**src/rtl/serial_shifter_if.sv**
```systemverilog
// serial_shifter_if: parallel/serial handshake bundle for serial_shifter.
interface serial_shifter_if #(parameter int WIDTH = 32);
    logic             abort;
    logic             in_valid;
    logic             in_ready;
    logic [WIDTH-1:0] data_in;
    logic             serial_in;
    logic             serial_out;
    logic             shift_strobe;
    logic             busy;
    logic             out_valid;
    logic             out_ready;
    logic [WIDTH-1:0] data_out;
    modport master (
        output abort, in_valid, data_in, serial_in, out_ready,
        input  in_ready, serial_out, shift_strobe, busy, out_valid, data_out
    );
    modport slave (
        input  abort, in_valid, data_in, serial_in, out_ready,
        output in_ready, serial_out, shift_strobe, busy, out_valid, data_out
    );
endinterface

```
**src/rtl/serial_shifter.sv**
```systemverilog
// serial_shifter: handshaked parallel-to-serial / serial-to-parallel shift engine with bit-rate divider.
module serial_shifter #(
    parameter int WIDTH     = 32,
    parameter int LSB_FIRST = 0,
    parameter int DIVIDE    = 1
) (
    input logic              clk,
    input logic              reset,
    serial_shifter_if.slave  bus
);
    localparam int CW = $clog2(WIDTH);
    localparam int DW = DIVIDE > 1 ? $clog2(DIVIDE) : 1;
    localparam logic [CW-1:0] CNT_MAX = CW'(WIDTH - 1);
    localparam logic [DW-1:0] DIV_MAX = DW'(DIVIDE - 1);

    typedef enum logic [1:0] {IDLE, SHIFT, DONE} state_t;

    state_t           state, state_n;
    logic [WIDTH-1:0] sreg, sreg_n;
    logic [CW-1:0]    cnt, cnt_n;
    logic [DW-1:0]    div, div_n;
    logic             strobe;

    always_ff @(posedge clk or posedge reset) begin
        if (reset) begin
            state <= IDLE;
            sreg  <= '0;
            cnt   <= '0;
            div   <= '0;
        end else begin
            state <= state_n;
            sreg  <= sreg_n;
            cnt   <= cnt_n;
            div   <= div_n;
        end
    end

    // abort wins over every other input but leaves sreg untouched
    always_comb begin
        state_n = state;
        sreg_n  = sreg;
        cnt_n   = cnt;
        div_n   = div;
        strobe  = state == SHIFT && div == DIV_MAX;
        if (bus.abort) begin
            state_n = IDLE;
            cnt_n   = '0;
            div_n   = '0;
        end else if (state == IDLE) begin
            if (bus.in_valid) begin
                state_n = SHIFT;
                sreg_n  = bus.data_in;
                cnt_n   = '0;
                div_n   = '0;
            end
        end else if (state == SHIFT) begin
            if (strobe) begin
                div_n   = '0;
                sreg_n  = LSB_FIRST != 0 ? {bus.serial_in, sreg[WIDTH-1:1]} : {sreg[WIDTH-2:0], bus.serial_in};
                state_n = cnt == CNT_MAX ? DONE : SHIFT;
                cnt_n   = cnt == CNT_MAX ? cnt : cnt + 1'b1;
            end else begin
                div_n = div + 1'b1;
            end
        end else if (bus.out_ready) begin
            state_n = IDLE;
        end
    end

    assign bus.in_ready     = state == IDLE;
    assign bus.busy         = state == SHIFT;
    assign bus.out_valid    = state == DONE;
    assign bus.shift_strobe = strobe;
    assign bus.serial_out   = LSB_FIRST != 0 ? sreg[0] : sreg[WIDTH-1];
    assign bus.data_out     = sreg;
endmodule

```
**src/flat_wrapper.sv**
```systemverilog
// flat-port wrapper written by rule: the top's interface ports become plain ports
module serial_shifter_flat 
#(
    parameter int WIDTH     = 32,
    parameter int LSB_FIRST = 0,
    parameter int DIVIDE    = 1
)
  (clk, reset, bus_abort, bus_in_valid, bus_data_in, bus_serial_in, bus_out_ready, bus_in_ready, bus_serial_out, bus_shift_strobe, bus_busy, bus_out_valid, bus_data_out);
  serial_shifter_if #(.WIDTH(WIDTH)) bus_i ();
  input logic clk;
  input logic reset;
  input wire logic [$bits(bus_i.abort)-1:0] bus_abort;
  input wire logic [$bits(bus_i.in_valid)-1:0] bus_in_valid;
  input wire logic [$bits(bus_i.data_in)-1:0] bus_data_in;
  input wire logic [$bits(bus_i.serial_in)-1:0] bus_serial_in;
  input wire logic [$bits(bus_i.out_ready)-1:0] bus_out_ready;
  output wire logic [$bits(bus_i.in_ready)-1:0] bus_in_ready;
  output wire logic [$bits(bus_i.serial_out)-1:0] bus_serial_out;
  output wire logic [$bits(bus_i.shift_strobe)-1:0] bus_shift_strobe;
  output wire logic [$bits(bus_i.busy)-1:0] bus_busy;
  output wire logic [$bits(bus_i.out_valid)-1:0] bus_out_valid;
  output wire logic [$bits(bus_i.data_out)-1:0] bus_data_out;
  assign bus_i.abort = bus_abort;
  assign bus_i.in_valid = bus_in_valid;
  assign bus_i.data_in = bus_data_in;
  assign bus_i.serial_in = bus_serial_in;
  assign bus_i.out_ready = bus_out_ready;
  assign bus_in_ready = bus_i.in_ready;
  assign bus_serial_out = bus_i.serial_out;
  assign bus_shift_strobe = bus_i.shift_strobe;
  assign bus_busy = bus_i.busy;
  assign bus_out_valid = bus_i.out_valid;
  assign bus_data_out = bus_i.data_out;
  serial_shifter #(.WIDTH(WIDTH), .LSB_FIRST(LSB_FIRST), .DIVIDE(DIVIDE)) u_core (.clk(clk), .reset(reset), .bus(bus_i));
endmodule
```
**config.mk**
```make
export PLATFORM = sky130hd
export DESIGN_NAME = serial_shifter_flat
export DESIGN_NICKNAME = d
export VERILOG_FILES = /design/src/rtl/serial_shifter_if.sv /design/src/rtl/serial_shifter.sv /design/src/flat_wrapper.sv
export SDC_FILE = /design/constraint.sdc
export NUM_CORES = 1
export LEC_CHECK = 0
export CORE_ASPECT_RATIO = 0.75
export CORE_UTILIZATION = 45
export CTS_CLUSTER_SIZE = 40
export DETAILED_ROUTE_END_ITERATION = 6
export PLACE_DENSITY = 0.8
export RECOVER_POWER = 25
export SLEW_MARGIN = 20
export SYNTH_ARGS = -nofsm -noshare
export SYNTH_HDL_FRONTEND = slang
export SYNTH_SLANG_ARGS = --single-unit
```
**constraint.sdc**
```tcl
create_clock -name clk -period 2.55 [get_ports clk]
set_input_delay 0.255 -clock clk [delete_from_list [all_inputs] [get_ports clk]]
set_output_delay 0.255 -clock clk [all_outputs]
set_load 0.1 [all_outputs]
```
## After elaboration in Yosys (flattened, before gate mapping)

Cells that the tools add are included.

| operators by class | value |
|---|---|
| bitwise gates (word level) | 2 |
| magnitude comparators | 0 |
| muxes and demuxes | 22 |
| shifts and indexed selects | 0 |
| multiply operators | 0 |
| reductions and logical operators | 11 |
| divide/modulo/power cells | 0 |
| equal/unequal tests | 7 |
| add/sub/neg operators | 2 |

Operators by type and width:

| operator | number |
|---|---|
| two-way mux 32 bit | 4 |
| two-way mux 5 bit | 6 |
| two-way mux 2 bit | 7 |
| AND reduction 4 bit | 2 |
| != test 3 bit, second input constant | 2 |
| nonzero test 3 bit | 2 |
| adder 5 x 1 -> 5 bit, second input constant | 1 |
| equality test 5 bit, second input constant | 1 |
| two-way mux 1 bit | 5 |
| != test 4 bit, second input constant | 1 |
| nonzero test 2 bit | 2 |
| nonzero test 4 bit | 1 |
| AND reduction 3 bit | 1 |
| equality test 2 x 1 -> 1 bit, second input constant | 1 |
| equality test 2 bit, second input constant | 1 |
| logical NOT 2 bit | 1 |
| != test 2 bit, second input constant | 1 |
| NOT 1 bit | 2 |
| AND reduction 2 bit | 1 |
| adder 1 bit, second input constant | 1 |
| logical AND 1 bit | 1 |

| word-level totals | value |
|---|---|
| ROM bits | 0 |
| word-level logic and storage cells | 48 |
| bits in writable memories | 0 |
| memories | 0 |
| latch bits | 0 |
| output and inout bits | 37 |
| input port bits | 38 |
| bits in registers | 40 |

## Logic depth before layout (Yosys ltp)

| logic depth | value |
|---|---|
| depth after elaboration | 6 |
| depth in mapped cells | 6 |
| depth with buffers taken out | 6 |

## Least setup slack after synthesis

OpenSTA, ideal clock, no wires.

| timing | value |
|---|---|
| kind | flip-flop to flip-flop |
| start point | reg u_core.state[0] |
| end point | reg u_core.cnt[2] |
| period minus slack after synthesis | 3381 ps |
| setup slack | -831 ps |
| stages on the path, launching flop included | 5 |
| data arrival time | 3292 ps |
| setup time | 90 ps |
| buffers on the path | 1 |
| data required time | 2460 ps |
| path through | dfrtp_1 buf_2 nor3b_1 nand3_1 o22ai_1 |

| on the way | value |
|---|---|
| word-level cells in the longest chain between the ends | 4 |
| elaborated cells between the ends (all ways) | 10 |
| classes of those cells | eq/ne: 3; mux: 2; reduce/logical: 5 |

Ends and longest elaborated chain:

| what | line | RTL |
|---|---|---|
| start, declared | serial_shifter.sv:18 | `state_t state, state_n;` |
| start signal, assigned | serial_shifter.sv:31 | `state <= state_n;` |
| equality test 2 x 1 -> 1 bit | serial_shifter.sv:44 | `strobe = state == SHIFT && div == DIV_MAX;` |
| logical AND 1 bit | serial_shifter.sv:44 |  |
| net bus_shift_strobe | flat_wrapper.sv:19 | `output wire logic [$bits(bus_i.shift_strobe)-1:0] bus_shift_strobe;` |
| nonzero test 3 bit (no line) | - |  |
| AND reduction 4 bit (no line) | - |  |
| end signal, assigned | serial_shifter.sv:33 | `cnt <= cnt_n;` |
| end, declared | serial_shifter.sv:20 | `logic [CW-1:0] cnt, cnt_n;` |

The timed path passes the listed nets, and every way through them passes these cells.
A chain may end at the register's enable or synchronous reset.

## Worst setup path in the final report

| timing | value |
|---|---|
| start point | reg u_core.cnt[1] |
| end point | reg u_core.cnt[3] |

| on the way | value |
|---|---|
| word-level cells in the longest chain between the ends | 6 |
| elaborated cells between the ends (all ways) | 9 |
| classes of those cells | add/sub: 1; eq/ne: 2; mux: 5; reduce/logical: 1 |

Ends and longest elaborated chain:

| what | line | RTL |
|---|---|---|
| adder 5 x 1 -> 5 bit | serial_shifter.sv:61 | `cnt_n = cnt == CNT_MAX ? cnt : cnt + 1'b1;` |
| two-way mux 5 bit | serial_shifter.sv:61 |  |
| two-way mux 5 bit | serial_shifter.sv:57 | `if (strobe) begin` |
| two-way mux 5 bit | serial_shifter.sv:56 | `end else if (state == SHIFT) begin` |
| two-way mux 5 bit | serial_shifter.sv:49 | `end else if (state == IDLE) begin` |
| two-way mux 5 bit | serial_shifter.sv:45 | `if (bus.abort) begin` |

Several ways; a longest one is shown, not always the timed one. The select of a mux whose other input is x is not followed.

==> impl_metrics.prom <==
# TYPE chip_impl_metric gauge
chip_impl_metric{name="synth_nets",unit=""} 202
chip_impl_metric{name="count_of_flip_flops_with_a_built_in_enable_after_synthesis",unit=""} 0
chip_impl_info{name="synth_common_cells",value="64 x mux2_2, 40 x dfrtp_1, 7 x nand3_1"} 1
chip_impl_info{name="cts_root_buffer",value="clkbuf_8"} 1
chip_impl_metric{name="number_of_setup_buffers_added_after_cts",unit=""} 0
chip_impl_metric{name="insertedDiodeCount",unit=""} 0
chip_impl_metric{name="dr.first_iter.drc_count",unit=""} 56
chip_impl_metric{name="fp-row-count",unit=""} 21
chip_impl_metric{name="final_area",unit="sq mm"} 0.002948
chip_impl_info{name="synth_largest_area_cell",value="dfrtp_1"} 1
chip_impl_metric{name="synth-xor-area-share",unit=""} 0
chip_impl_info{name="worst_r2r_endpoint",value="u_core.cnt[3]"} 1
chip_impl_metric{name="cts_htree_levels",unit=""} 2
chip_impl_metric{name="synth_mux_area_frac",unit=""} 0.3390
chip_impl_metric{name="irDropWorstVdd",unit="mV"} 0.8840
chip_impl_metric{name="synth-compound-area-share",unit=""} 0.04826
chip_impl_metric{name="setup.reg_to_reg.worst_slack",unit="ns"} 0.37
chip_impl_metric{name="async_flop_share",unit=""} 1.000
chip_impl_metric{name="grt_pass1_vias",unit=""} 1449
chip_impl_metric{name="number_of_synthesized_register_bits",unit=""} 40
chip_impl_metric{name="max_cap_viol_count",unit=""} 0
chip_impl_metric{name="fp.coreArea",unit="sq mm"} 0.004493
chip_impl_info{name="yosys_most_used_dff",value="dfrtp_1"} 1
chip_impl_metric{name="sequential_area_share_after_synthesis",unit=""} 0.4709
chip_impl_metric{name="p_total",unit="mW"} 3.239
chip_impl_metric{name="layout-drive-gt1-share",unit=""} 0.4937
chip_impl_metric{name="worst_skew_pair_latency",unit="ns"} 0.28
chip_impl_metric{name="detail_route.wl_per_cell",unit="microns"} 14.43
chip_impl_info{name="rsz_0062_raised_after_global_routing",value="no"} 1
chip_impl_metric{name="p_leak",unit="nW"} 1.279
chip_impl_info{name="run_status",value="finished, final reports clean"} 1
chip_impl_info{name="tritoncts_clock_tree",value="yes"} 1
chip_impl_metric{name="fp.dieArea",unit="sq mm"} 0.005006
chip_impl_metric{name="fillers",unit=""} 364
chip_impl_metric{name="grt-ovfl-total",unit=""} 0
chip_impl_info{name="yosys.cell_count.top_type",value="mux2_2"} 1
chip_impl_metric{name="dpl.hpwl",unit="mm"} 3.142
chip_impl_metric{name="holdBufCountCts",unit=""} 0
chip_impl_metric{name="syn_area_per_cell",unit="sq um"} 13.12
chip_impl_info{name="largest_family_of_logic_cells_by_synthesized_area",value="multiplexers"} 1
chip_impl_metric{name="critical_path_required",unit="ns"} 2.71
chip_impl_metric{name="ant_nets",unit=""} 0
chip_impl_info{name="top_area_cells_in_the_synthesized_netlist",value="dfrtp_1 47%, mux2_2 34%, buf_6 3.2%"} 1
chip_impl_metric{name="cts_sinks",unit=""} 40
chip_impl_metric{name="drt-total-wl",unit="mm"} 4.270
chip_impl_info{name="critical_path.startpoint",value="u_core.cnt[1]"} 1
chip_impl_metric{name="period_needed",unit="ns"} 2.179
chip_impl_metric{name="worst-slew-pin-transition",unit="ns"} 0.9669
chip_impl_info{name="kind_of_start_point_of_the_critical_path",value="register"} 1
chip_impl_metric{name="grt_max_degree",unit=""} 41
chip_impl_metric{name="boundaryPins",unit=""} 75
chip_impl_metric{name="avgViaCountPerCell",unit=""} 5.206
chip_impl_info{name="cp-endpoint",value="u_core.cnt[3]"} 1
chip_impl_metric{name="cts.clk_slew.worst_paths",unit="ns"} 0.07
chip_impl_metric{name="clock_tree.buffer_depth",unit=""} 2
chip_impl_info{name="worst_r2r_startpoint",value="u_core.cnt[1]"} 1
chip_impl_metric{name="dr_vias",unit=""} 1541
chip_impl_metric{name="area_growth",unit="%"} 38.67
chip_impl_metric{name="synth_cell_types",unit=""} 29
chip_impl_metric{name="post_synth_instance_area",unit="sq mm"} 0.002126
chip_impl_metric{name="final.period_utilization",unit=""} 0.8544
chip_impl_metric{name="die-height",unit="microns"} 61.52
chip_impl_info{name="hp-start",value="u_core.cnt[2]"} 1
chip_impl_metric{name="gr-usage-all-layers",unit=""} 0.1822
chip_impl_metric{name="synth_fa_ha_area_frac",unit=""} 0.01177
chip_impl_metric{name="post_cts_resized",unit=""} 0
chip_impl_metric{name="worst-endpoint-arrival",unit="ns"} 2.34
chip_impl_info{name="timing.hold.worst.class",value="reg2reg"} 1
chip_impl_metric{name="timing.final.max_slew_violations",unit=""} 0
chip_impl_metric{name="cellPowerDensity",unit="mW/mm^2"} 1099
chip_impl_metric{name="reg2regPathDepth",unit=""} 6
chip_impl_metric{name="detail_route.first_pass.iterations",unit=""} 4
chip_impl_metric{name="synth_simple_gate_area_share",unit=""} 0.07828
chip_impl_info{name="critPathCaptureType",value="register"} 1
chip_impl_metric{name="fmax",unit="GHz"} 0.4590
chip_impl_metric{name="gp_congestion",unit=""} 0.8275
chip_impl_metric{name="fin_nets",unit=""} 278
chip_impl_metric{name="crit_path_max_fanout",unit=""} 5
chip_impl_metric{name="fin_worst_skew",unit="ns"} 0.002407
chip_impl_metric{name="yosysWarnings",unit=""} 0
chip_impl_metric{name="worst_slew_margin_rel",unit=""} 0.3554
chip_impl_metric{name="start_util",unit=""} 0.4731
chip_impl_metric{name="placedInstanceArea",unit="sq mm"} 0.002843
chip_impl_metric{name="drc_errors",unit=""} 0
chip_impl_metric{name="timing.final.hold_violations",unit=""} 0
chip_impl_metric{name="numPortBuffers",unit=""} 74
chip_impl_metric{name="antenna_found_initial",unit=""} 0
chip_impl_metric{name="die_w",unit="microns"} 81.37
chip_impl_metric{name="grt_first_pass_wirelength",unit="mm"} 6.748
chip_impl_metric{name="syn-instance-count",unit=""} 162
chip_impl_metric{name="cts_made_buffers",unit=""} 5
chip_impl_metric{name="final-setup-viol-count",unit=""} 0
chip_impl_metric{name="synth_top_area_frac",unit=""} 0.4709
chip_impl_info{name="timing_worst_setup_path_type",value="reg2reg"} 1
chip_impl_metric{name="setup_tns",unit="ns"} 0
-- routing by layer --
layer  global-route usage  share of wire  wire length, microns
met2               0.2810           0.43                  1831
met3              0.06815          0.075                   320
met4              0.03061         0.0026                    11
met5                    0              0                     0
met1               0.2498           0.49                  2107
-- stage by stage --
stage                     utilization  cells  setup slack (ns)  hold slack [ns]
final                          0.6561    296            0.3713           0.5227
after CTS                      0.6566    296            0.4064           0.4184
after global placement         0.6327    288            0.4490           0.5009
after global routing           0.6561    296            0.2529           0.5605
after floorplan                     -    162            0.1163           0.4530
after detailed placement       0.6327    288            0.4033           0.5110
-- how the worst min path moves through the flow --
stage	endpoint	slack, ns	cells after the start
after floorplan	u_core.state[0]	0.45	3
after detailed placement	u_core.cnt[2]	0.51	1
after global routing	u_core.cnt[2]	0.56	1
final	u_core.cnt[2]	0.52	1
after CTS	u_core.bus.data_out[0]	0.42	3
after global placement	u_core.cnt[2]	0.50	1
-- final cells by class --
cell class / count / area, sq um / area share
multi-input combinational: 106 / 1025 / 0.3476
sequential: 40 / 1001 / 0.3396
timing repair buffer: 79 / 720.7 / 0.2445
clock buffer: 6 / 72.57 / 0.02462
tap: 57 / 71.32 / 0.02419
clock inverter: 2 / 35.03 / 0.01188
inverter: 6 / 22.52 / 0.007640
-- state kept, by name, indices dropped and copies added (netlist names) --
name and flops:
u_core.cnt 5, u_core.state 2, u_core.bus.data_out 32, u_core.div 1
-- kinds of logic after synthesis --
| kind of cell | after synthesis |
|---|---|
| simple gates | 27 |
| mux | 64 |
| compound gates | 13 |
| fa+ha+maj | 2 |
| buf+inv | 16 |
| flops | 40 |
-- placed cells by master, fill, tap and decap left out, drive strengths merged --
master and n:
a211oi 1, a21oi 2, a221oi 3, a31oi 2, and3 2, and3b 1
buf 41, bufinv 1, clkbuf 7, clkdlybuf4s50 36, clkinv 1, dfrtp 40
dlygate4sd3 1, ha 2, inv 6, mux2 64, nand2 3, nand2b 3
nand3 7, nand4 1, nor2 3, nor2b 3, nor3b 2, nor4bb 1
o21ai 1, o21bai 1, o22ai 1, o31ai 2, or3b 1
-- critical path: stages (launching register included) --
cell and delay (ns):
dfrtp_1 0.42, ha_1 0.23, and3_1 0.19, ha_1 0.23, or3b_2 0.54, a221oi_1 0.34, o31ai_1 0.11
-- power breakdown --
group	switching, mW	internal [mW]	total [mW]
combinational	1.37	0.464	1.84
clock	0.205	0.290	0.496
sequential	0.122	0.787	0.908
total	1.70	1.54	3.24
Power figures use the tool's default switching activity.
